===== config.mk =====
export PLATFORM = sky130hd
export DESIGN_NAME = microcode_sequencer
export DESIGN_NICKNAME = d
export VERILOG_FILES = /design/src/rtl/microcode_sequencer.sv
export SDC_FILE = /design/constraint.sdc
export NUM_CORES = 1
export LEC_CHECK = 0
export ABC_AREA = 1
export CAP_MARGIN = 10
export CORE_ASPECT_RATIO = 0.5
export CORE_UTILIZATION = 55
export DETAILED_ROUTE_END_ITERATION = 10
export DONT_BUFFER_PORTS = 1
export PLACE_DENSITY = 0.69
export SLEW_MARGIN = 20
export SYNTH_ARGS = -nofsm -noshare
export SYNTH_HDL_FRONTEND = slang
export SYNTH_SLANG_ARGS = --single-unit

===== constraint.sdc =====
create_clock -name clk -period 2.4 [get_ports clk]
set_input_delay 0.6 -clock clk [delete_from_list [all_inputs] [get_ports clk]]
set_output_delay 0.6 -clock clk [all_outputs]
set_load 0.05 [all_outputs]

===== src/rtl/microcode_sequencer.sv =====
// Microcode sequencer: expands decoded instructions into (cnt+1) micro-ops read from an
// asynchronous microcode ROM and issues them through a one-entry valid/ready output register.
module microcode_sequencer #(
  parameter int ADDR_W   = 8,
  parameter int CNT_W    = 3,
  parameter int DATA_W   = 32,
  parameter logic [ADDR_W-1:0] NOP_ADDR = 8'hFF
) (
  input  logic              clk,
  input  logic              rst_n,
  input  logic              flush_pipeline,
  input  logic              dec_valid,
  input  logic [91:0]       idecode_cu_interface,
  output logic              cu_ready,
  output logic [ADDR_W-1:0] rom_addr,
  input  logic [DATA_W-1:0] rom_data,
  output logic              uop_valid,
  input  logic              uop_ready,
  output logic [DATA_W-1:0] uop_word,
  output logic [ADDR_W-1:0] uop_addr,
  output logic              uop_last,
  output logic [31:0]       uop_instr,
  output logic [16:0]       uop_br_info
);

  typedef enum logic {IDLE, RUN} state_t;

  state_t            state_q, state_d;
  logic [ADDR_W-1:0] upc_q, upc_d;
  logic [CNT_W-1:0]  remaining_q, remaining_d;
  logic              uop_valid_q, uop_valid_d;
  logic              uop_last_q, uop_last_d;
  logic [DATA_W-1:0] uop_word_q, uop_word_d;
  logic [ADDR_W-1:0] uop_addr_q, uop_addr_d;
  logic [31:0]       uop_instr_q, uop_instr_d;
  logic [16:0]       uop_br_info_q, uop_br_info_d;

  logic [31:0]       dec_instr;
  logic [ADDR_W-1:0] dec_uc_addr;
  logic [CNT_W-1:0]  dec_uc_cnt;
  logic [16:0]       dec_br_info;
  logic              slot_free;
  logic              accept;
  logic              unused_bits;

  assign dec_instr   = idecode_cu_interface[31:0];
  assign dec_uc_addr = idecode_cu_interface[39:32];
  assign dec_uc_cnt  = idecode_cu_interface[42:40];
  assign dec_br_info = {idecode_cu_interface[91], idecode_cu_interface[90:83],
                        idecode_cu_interface[82:75]};
  assign unused_bits = ^idecode_cu_interface[74:43];

  assign slot_free = !uop_valid_q || uop_ready;
  assign cu_ready  = (state_q == IDLE) && slot_free && !flush_pipeline;
  assign accept    = cu_ready && dec_valid && (dec_uc_addr != NOP_ADDR);
  assign rom_addr  = (state_q == IDLE) ? dec_uc_addr : upc_q;

  // Instruction and branch fields stay in the output register for the whole sequence,
  // so the RUN path only replaces word/address/last.
  always_comb begin
    state_d       = state_q;
    upc_d         = upc_q;
    remaining_d   = remaining_q;
    uop_valid_d   = uop_valid_q;
    uop_last_d    = uop_last_q;
    uop_word_d    = uop_word_q;
    uop_addr_d    = uop_addr_q;
    uop_instr_d   = uop_instr_q;
    uop_br_info_d = uop_br_info_q;

    if (flush_pipeline) begin
      state_d     = IDLE;
      uop_valid_d = 1'b0;
      remaining_d = '0;
    end else if (state_q == IDLE) begin
      if (accept) begin
        uop_valid_d   = 1'b1;
        uop_word_d    = rom_data;
        uop_addr_d    = dec_uc_addr;
        uop_last_d    = (dec_uc_cnt == '0);
        uop_instr_d   = dec_instr;
        uop_br_info_d = dec_br_info;
        if (dec_uc_cnt != '0) begin
          upc_d       = dec_uc_addr + ADDR_W'(1);
          remaining_d = dec_uc_cnt;
          state_d     = RUN;
        end
      end else if (slot_free) begin
        uop_valid_d = 1'b0;
      end
    end else if (slot_free) begin
      uop_valid_d = 1'b1;
      uop_word_d  = rom_data;
      uop_addr_d  = upc_q;
      uop_last_d  = (remaining_q == CNT_W'(1));
      upc_d       = upc_q + ADDR_W'(1);
      remaining_d = remaining_q - CNT_W'(1);
      if (remaining_q == CNT_W'(1)) begin
        state_d = IDLE;
      end
    end
  end

  always_ff @(posedge clk) begin
    if (!rst_n) begin
      state_q       <= IDLE;
      upc_q         <= '0;
      remaining_q   <= '0;
      uop_valid_q   <= 1'b0;
      uop_last_q    <= 1'b0;
      uop_word_q    <= '0;
      uop_addr_q    <= '0;
      uop_instr_q   <= '0;
      uop_br_info_q <= '0;
    end else begin
      state_q       <= state_d;
      upc_q         <= upc_d;
      remaining_q   <= remaining_d;
      uop_valid_q   <= uop_valid_d;
      uop_last_q    <= uop_last_d;
      uop_word_q    <= uop_word_d;
      uop_addr_q    <= uop_addr_d;
      uop_instr_q   <= uop_instr_d;
      uop_br_info_q <= uop_br_info_d;
    end
  end

  assign uop_valid   = uop_valid_q;
  assign uop_last    = uop_last_q;
  assign uop_word    = uop_word_q;
  assign uop_addr    = uop_addr_q;
  assign uop_instr   = uop_instr_q;
  assign uop_br_info = uop_br_info_q;

endmodule


==> metrics.md <==
| Metric | Value |
|---|---|
| Post-synthesis net count | `a little under 700` |
| Leakage power | `approximately 0.0018 uW` |
| Port Buf Inserts | `0` |
| WL final | `slightly above 9 mm` |
| Worst path required time | `around 1.8 ns` |
| Setup bufs post-CTS | `0` |
| Area occupied by multi-input gates | `roughly 0.0017 mm2` |
| Post-synthesis sequential area ratio | `between 40% and 50%` |
| Worst Skew | `between 0.006 and 0.007 ns` |
| Share of power burned in registers | `a little under three fifths` |
| CP startpoint kind | `flop` |
| Slew Viols, Final | `0` |
| Post-Synthesis Cells | `about 560` |
| Fin crit share | `between 90 and 100%` |
| Power per cell area | `938 mW/mm2` |
| Max-Slew Margin vs Limit | `45.7%` |
| Total CTS buffers | `9` |
| Detailed placement HPWL | `6.36 mm` |
| Slowest CP cell | `o21ai_0` |
| RD Place Congestion | `roughly 0.8` |
| Fin nets | `679` |
| Max Clk Rate | `~0.45 GHz` |
| GRT overflow | `0` |
| Kind of critical path | `reg2out` |
| Final WS setup | `around 0.18 ns` |
| Total power | `a little over 4000 uW` |
| Sw Share | `between 30 and 40%` |
| Count of final setup violators | `0` |
| Synth warn | `0` |
| Std-Cell Rows | `21` |
| Clock share of power | `between 30% and 40%` |
| Peak supply drop | `0.371 mV` |
| Syn_area_per_cell | `7.38 um2` |
| Largest net degree at the start of global routing | `99` |
| Die width | `~120 um` |
| Internal Pwr Total | `roughly 2800 uW` |
| CTS Root Cell | `clkbuf_16` |
| Filler Cells Inserted | `between 600 and 700` |
| Initial DRT Pass Iterations | `4` |
| MaxCap Viol Count | `0` |
| Gate power share | `about 9%` |
| Vias | `3,280` |
| Die Y | `roughly 63 um` |
| Initial antenna violation count | `1` |
| Vias per cell | `slightly above 5` |
| CTS Sinks | `103` |
| Clk_lat worst skew | `0.34 ns` |
| Total Routing Usage GR | `between 20% and 30%` |
| Crit Path Max Fanout | `16` |
| Antenna-violating nets left | `0` |
| Worst min path class | `in2reg` |
| Synthesized area | `roughly 0.0041 mm2` |
| CTS Buffer Depth | `2` |
| Most common cell after layout, fill and taps aside | `nor2_1` |
| Die footprint | `0.00790 mm2` |
| Share of cells above drive strength 1 | `under 10%` |
| CTS clk-pin slew, worst paths | `0.07 ns` |
| Critical Path Max Stage Delay | `about 0.49 ns` |
| FF/Latch Area | `roughly 0.0021 mm2` |
| Antenna cell count | `0` |
| Syn-to-layout area delta | `6.16%` |
| Worst Path Arrival | `between 1.5 and 2 ns` |
| DP Worst Slack | `about 0.32 ns` |
| Final min period | `between 2 and 2.5 ns` |
| Number of synthesized register bits | `approximately 100` |
| Drt wl/cell | `about 14 um` |
| Unique cell type count in the Yosys netlist | `27` |
| CTS tree | `built` |
| Switching power total | `between 1000 and 1500 uW` |
| Final Hold Fails | `0` |
| Most frequent cells in the layout | `207 x nor2_1, 102 x dfxtp_1, 96 x o21ai_0` |
| I/O pin count | `229` |
| Initial Util | `between 50 and 60%` |
| Residual DRC | `0` |
| Worst slew pin tran | `around 0.8 ns` |
| Cells along the critical path | `o21ai_0 > inv_1` |
| Crit. End Element | `output pin` |
| RSZ-0062 raised after global routing | `false` |
| Vias in the first global route | `a little over 3,000` |
| H-tree depth | `3` |
| Final setup TNS | `0 ns` |
| Global-route wire length before repair | `approximately 15 mm` |
| Starting DRT DRC Count | `220` |
| Outcome | `completed` |
| Core area | `a little under 0.007 mm2` |
==> kinds of logic (layout without fill, tap and decap cells) <==
logic type               after synthesis  count (layout)  synth area share [%]
XOR/XNOR                               1               1                 0.212
buffers and inverters                 65              56                  8.31
adder cells (fa/ha/maj)                3               3                 0.906
AO/OA/AOI/OAI                        107             107                  13.1
flip-flops                           103             103                  49.8
AND/OR/NAND/NOR                      282             282                  27.7
==> power groups by stage <==
stage                     Clock (uW)  Sequential [uW]  Combinational (uW)
after floorplan                    0             2290                 355
after CTS                       1510             2280                 380
after detailed placement           0             2320                 378
after global placement             0             2320                 369
after global routing            1590             2290                 443
final                           1470             2280                 375
==> path summary, 6_finish.rpt <==
| path | from | end | slack (ns) | depth (start not counted) |
|---|---|---|---|---|
| max | state_q | rom_addr[5] | 0.18 | 2 |
| min reg2reg | remaining_q[1] | remaining_q[1] | 0.49 | 2 |
| max reg2reg | state_q | upc_q[7] | 0.49 | 8 |
| min | rst_n | uop_word[17] | 0.40 | 2 |
==> state kept, by name (all words and copies together), names as in the netlist <==
name         cells
uop_addr         8
uop_valid        1
uop_last         1
uop_br_info     17
uop_instr       32
uop_word        32
state_q          1
upc_q            8
remaining_q      3
==> metrics by stage <==
| step | instances | cell area (um2) | hold slack [ns] | utilization, % |
|---|---|---|---|---|
| after global placement | 628 | 4090 | 0.466 | 58.7 |
| after floorplan | 561 | 4140 | 0.455 | - |
| after CTS | 644 | 4400 | 0.382 | 63.1 |
| after global routing | 644 | 4400 | 0.376 | 63.1 |
| after detailed placement | 628 | 4090 | 0.478 | 58.7 |
| final | 644 | 4400 | 0.398 | 63.1 |
==> layer usage <==
layer | GRT usage, % | up-vias | part of all wire (%)
met5 | 0 | - | 0
met4 | 8.13 | 0 | 1.4
met3 | 9.18 | 13 | 8.0
met2 | 40.5 | 114 | 48
met1 | 27.7 | 1422 | 43
li1 | - | 1731 | -
==> final cells by class <==
cell class | count | share of cell area (%)
Clock buffer | 10 | 5.21
Clock inverter | 6 | 1.74
Inverter | 34 | 3.02
Multi-Input combinational cell | 393 | 39.5
Sequential cell | 103 | 46.9
Tap cell | 92 | 2.62
Timing Repair Buffer | 6 | 1.02
==> synthesized netlist by cell type (all sizes together) <==
cell / n / area share (%)
nand3: 8 / 1.7
inv: 34 / 3.2
dfxtp: 103 / 50
xor2: 1 / 0.21
a21oi: 4 / 0.48
nand4: 1 / 0.15
o21ai: 100 / 12
nand2: 63 / 6.6
buf: 17 / 3.8
o21bai: 1 / 0.18
clkbuf: 14 / 1.3
nor3: 1 / 0.12
a31oi: 2 / 0.30
ha: 3 / 0.91
or2: 1 / 0.15
nor2: 208 / 19
==> worst max-delay path: cells and delay by family (launching register included) <==
kind | cells | cell delay (ns)
flip-flops | 1 | 0.41
buffers and inverters | 1 | 0.38
AO/OA/AOI/OAI | 1 | 0.49
==> repair_timing <==
item,in CTS,in global routing
resized for setup,1,0
hold buffers,0,0
endpoints found under the setup margin,1,0
(Power assumes the default switching activity.)
==> variant, RTL diff (same flow settings) <==
Take the reset off `uop_word_q` and load it in a clocked block of its own.
--- a/src/rtl/microcode_sequencer.sv
+++ b/src/rtl/microcode_sequencer.sv
@@ -110,3 +110,2 @@
       uop_last_q    <= 1'b0;
-      uop_word_q    <= '0;
       uop_addr_q    <= '0;
@@ -120,3 +119,2 @@
       uop_last_q    <= uop_last_d;
-      uop_word_q    <= uop_word_d;
       uop_addr_q    <= uop_addr_d;
@@ -125,2 +123,6 @@
     end
+  end
+
+  always_ff @(posedge clk) begin
+    uop_word_q <= uop_word_d;
   end
Behaviour: not the same (a bounded check fails within 4 cycles, from zero or initial values and one cycle with rst_n low).
==> variant against the unedited design <==
  * Setup slack gained 0.19 ns
  * Final cell count shrank 15%
  * Routed wire length shrank 9.8%
  * Hold slack lost 0.042 ns
  * Largest power group unchanged
  * Count of clock-buffer cells in the layout is the same
  * Design area shrank 2.2%
  * Total power shrank 5.0%
  * Sequential cell count is the same
  * Synthesized area shrank 5.1%
  * Via count shrank 13%
  * Largest cell class unchanged
  * Non-clock buffer count grew 4
==> variant: results (changes against the unedited design) <==
* GP Congestion at 0.850 (was 0.797)
* Layout filler cell count at 593 (was 665)
* Post-Synthesis Cells at 450 (was 561)
* Initial antenna violation count at 0 (was 1)
* First-pass GRT wire length at 12000 um (was 15100 um)
* Worst-path maximum fanout at 13 (was 16)
* Worst slack, placed at 0.353 ns (was 0.319 ns)
* Placed inst area at 4020 um^2 (was 4090 um^2)
* Fin util at 0.632 (was 0.631)
* Reg-to-reg endpoint: uop_word[2] (was upc_q[7])
* CP endpoint: rom_addr[7] (was rom_addr[5])
* Leakage at 0.00174 uW (was 0.00183 uW)
* Status: complete, no violations (unchanged)
* Post-DR vias/cell at 5.22 (was 5.09)
* Leading post-synthesis cells by instance count: 141 x nor2_1, 71 x dfxtp_1, 63 x o21ai_0 (was 207 x nor2_1, 103 x dfxtp_1, 96 x o21ai_0)
* Largest net degree at the start of global routing at 64 (was 99)
* Dpl hpwl at 6100 um (was 6360 um)
* Path depth of the worst reg2reg path at 7 (was 8)
* Post_cts resized at 0 (was 1)
* Slowest stage cell on the critical path: o21a_1 (was o21ai_0)
* Peak VDD IR at 387 uV (was 371 uV)
* Final nets at 583 (was 679)
* HP Start: rom_data[5] (was rst_n)
* Mapped Nets at 582 (was 693)
* Setup slack, reg-to-reg at 0.54 ns (was 0.49 ns)
* Number of synthesized flops with an enable pin at 32 (was 0)
* Post-Place Cells at 532 (was 628)
* WHS Path Cells at 0 (was 2)
* Area contributors post-synth: dfxtp_1 36%, edfxtp_1 24%, nor2_1 13%, o21ai_0 8.0%, nand2_1 5.8% (was dfxtp_1 50%, nor2_1 19%, o21ai_0 12%, nand2_1 5.3%, buf_6 3.0%)
* FMAX at 493 MHz (was 451 MHz)
* Vias in the first global route at 2370 (was 3031)
variant: logic make-up after synthesis:
family	count (synthesis)	synth area share
compound gates	74	0.0965
xor+xnor	3	0.00669
fa+ha+maj	3	0.00955
buf+inv	50	0.0570
flops	103	0.606
simple gates	217	0.224
variant: per-layer routing:
metal	global-route usage	wire, um	vias up
met1	0.260	3420	1297
met3	0.0794	694	7
met2	0.382	4170	125
li1	-	-	1434
met5	0	0	-
met4	0.0653	56	0
variant: power breakdown:
part / leakage, uW / switching [uW] / total, uW / internal (uW)
combinational: 0.000725 / 215 / 316 / 101
clock: 0.000135 / 618 / 1330 / 712
sequential: 0.000878 / 368 / 2270 / 1900
total: 0.00174 / 1200 / 3920 / 2720
variant: cell type report:
cell class,count,share of cell area
inverters,30,0.0268
repair buffers,10,0.0204
clock buffers,10,0.0533
flip-flops and latches,103,0.554
multi-input cells,297,0.308
clock inverters,6,0.0108
well taps,92,0.0268
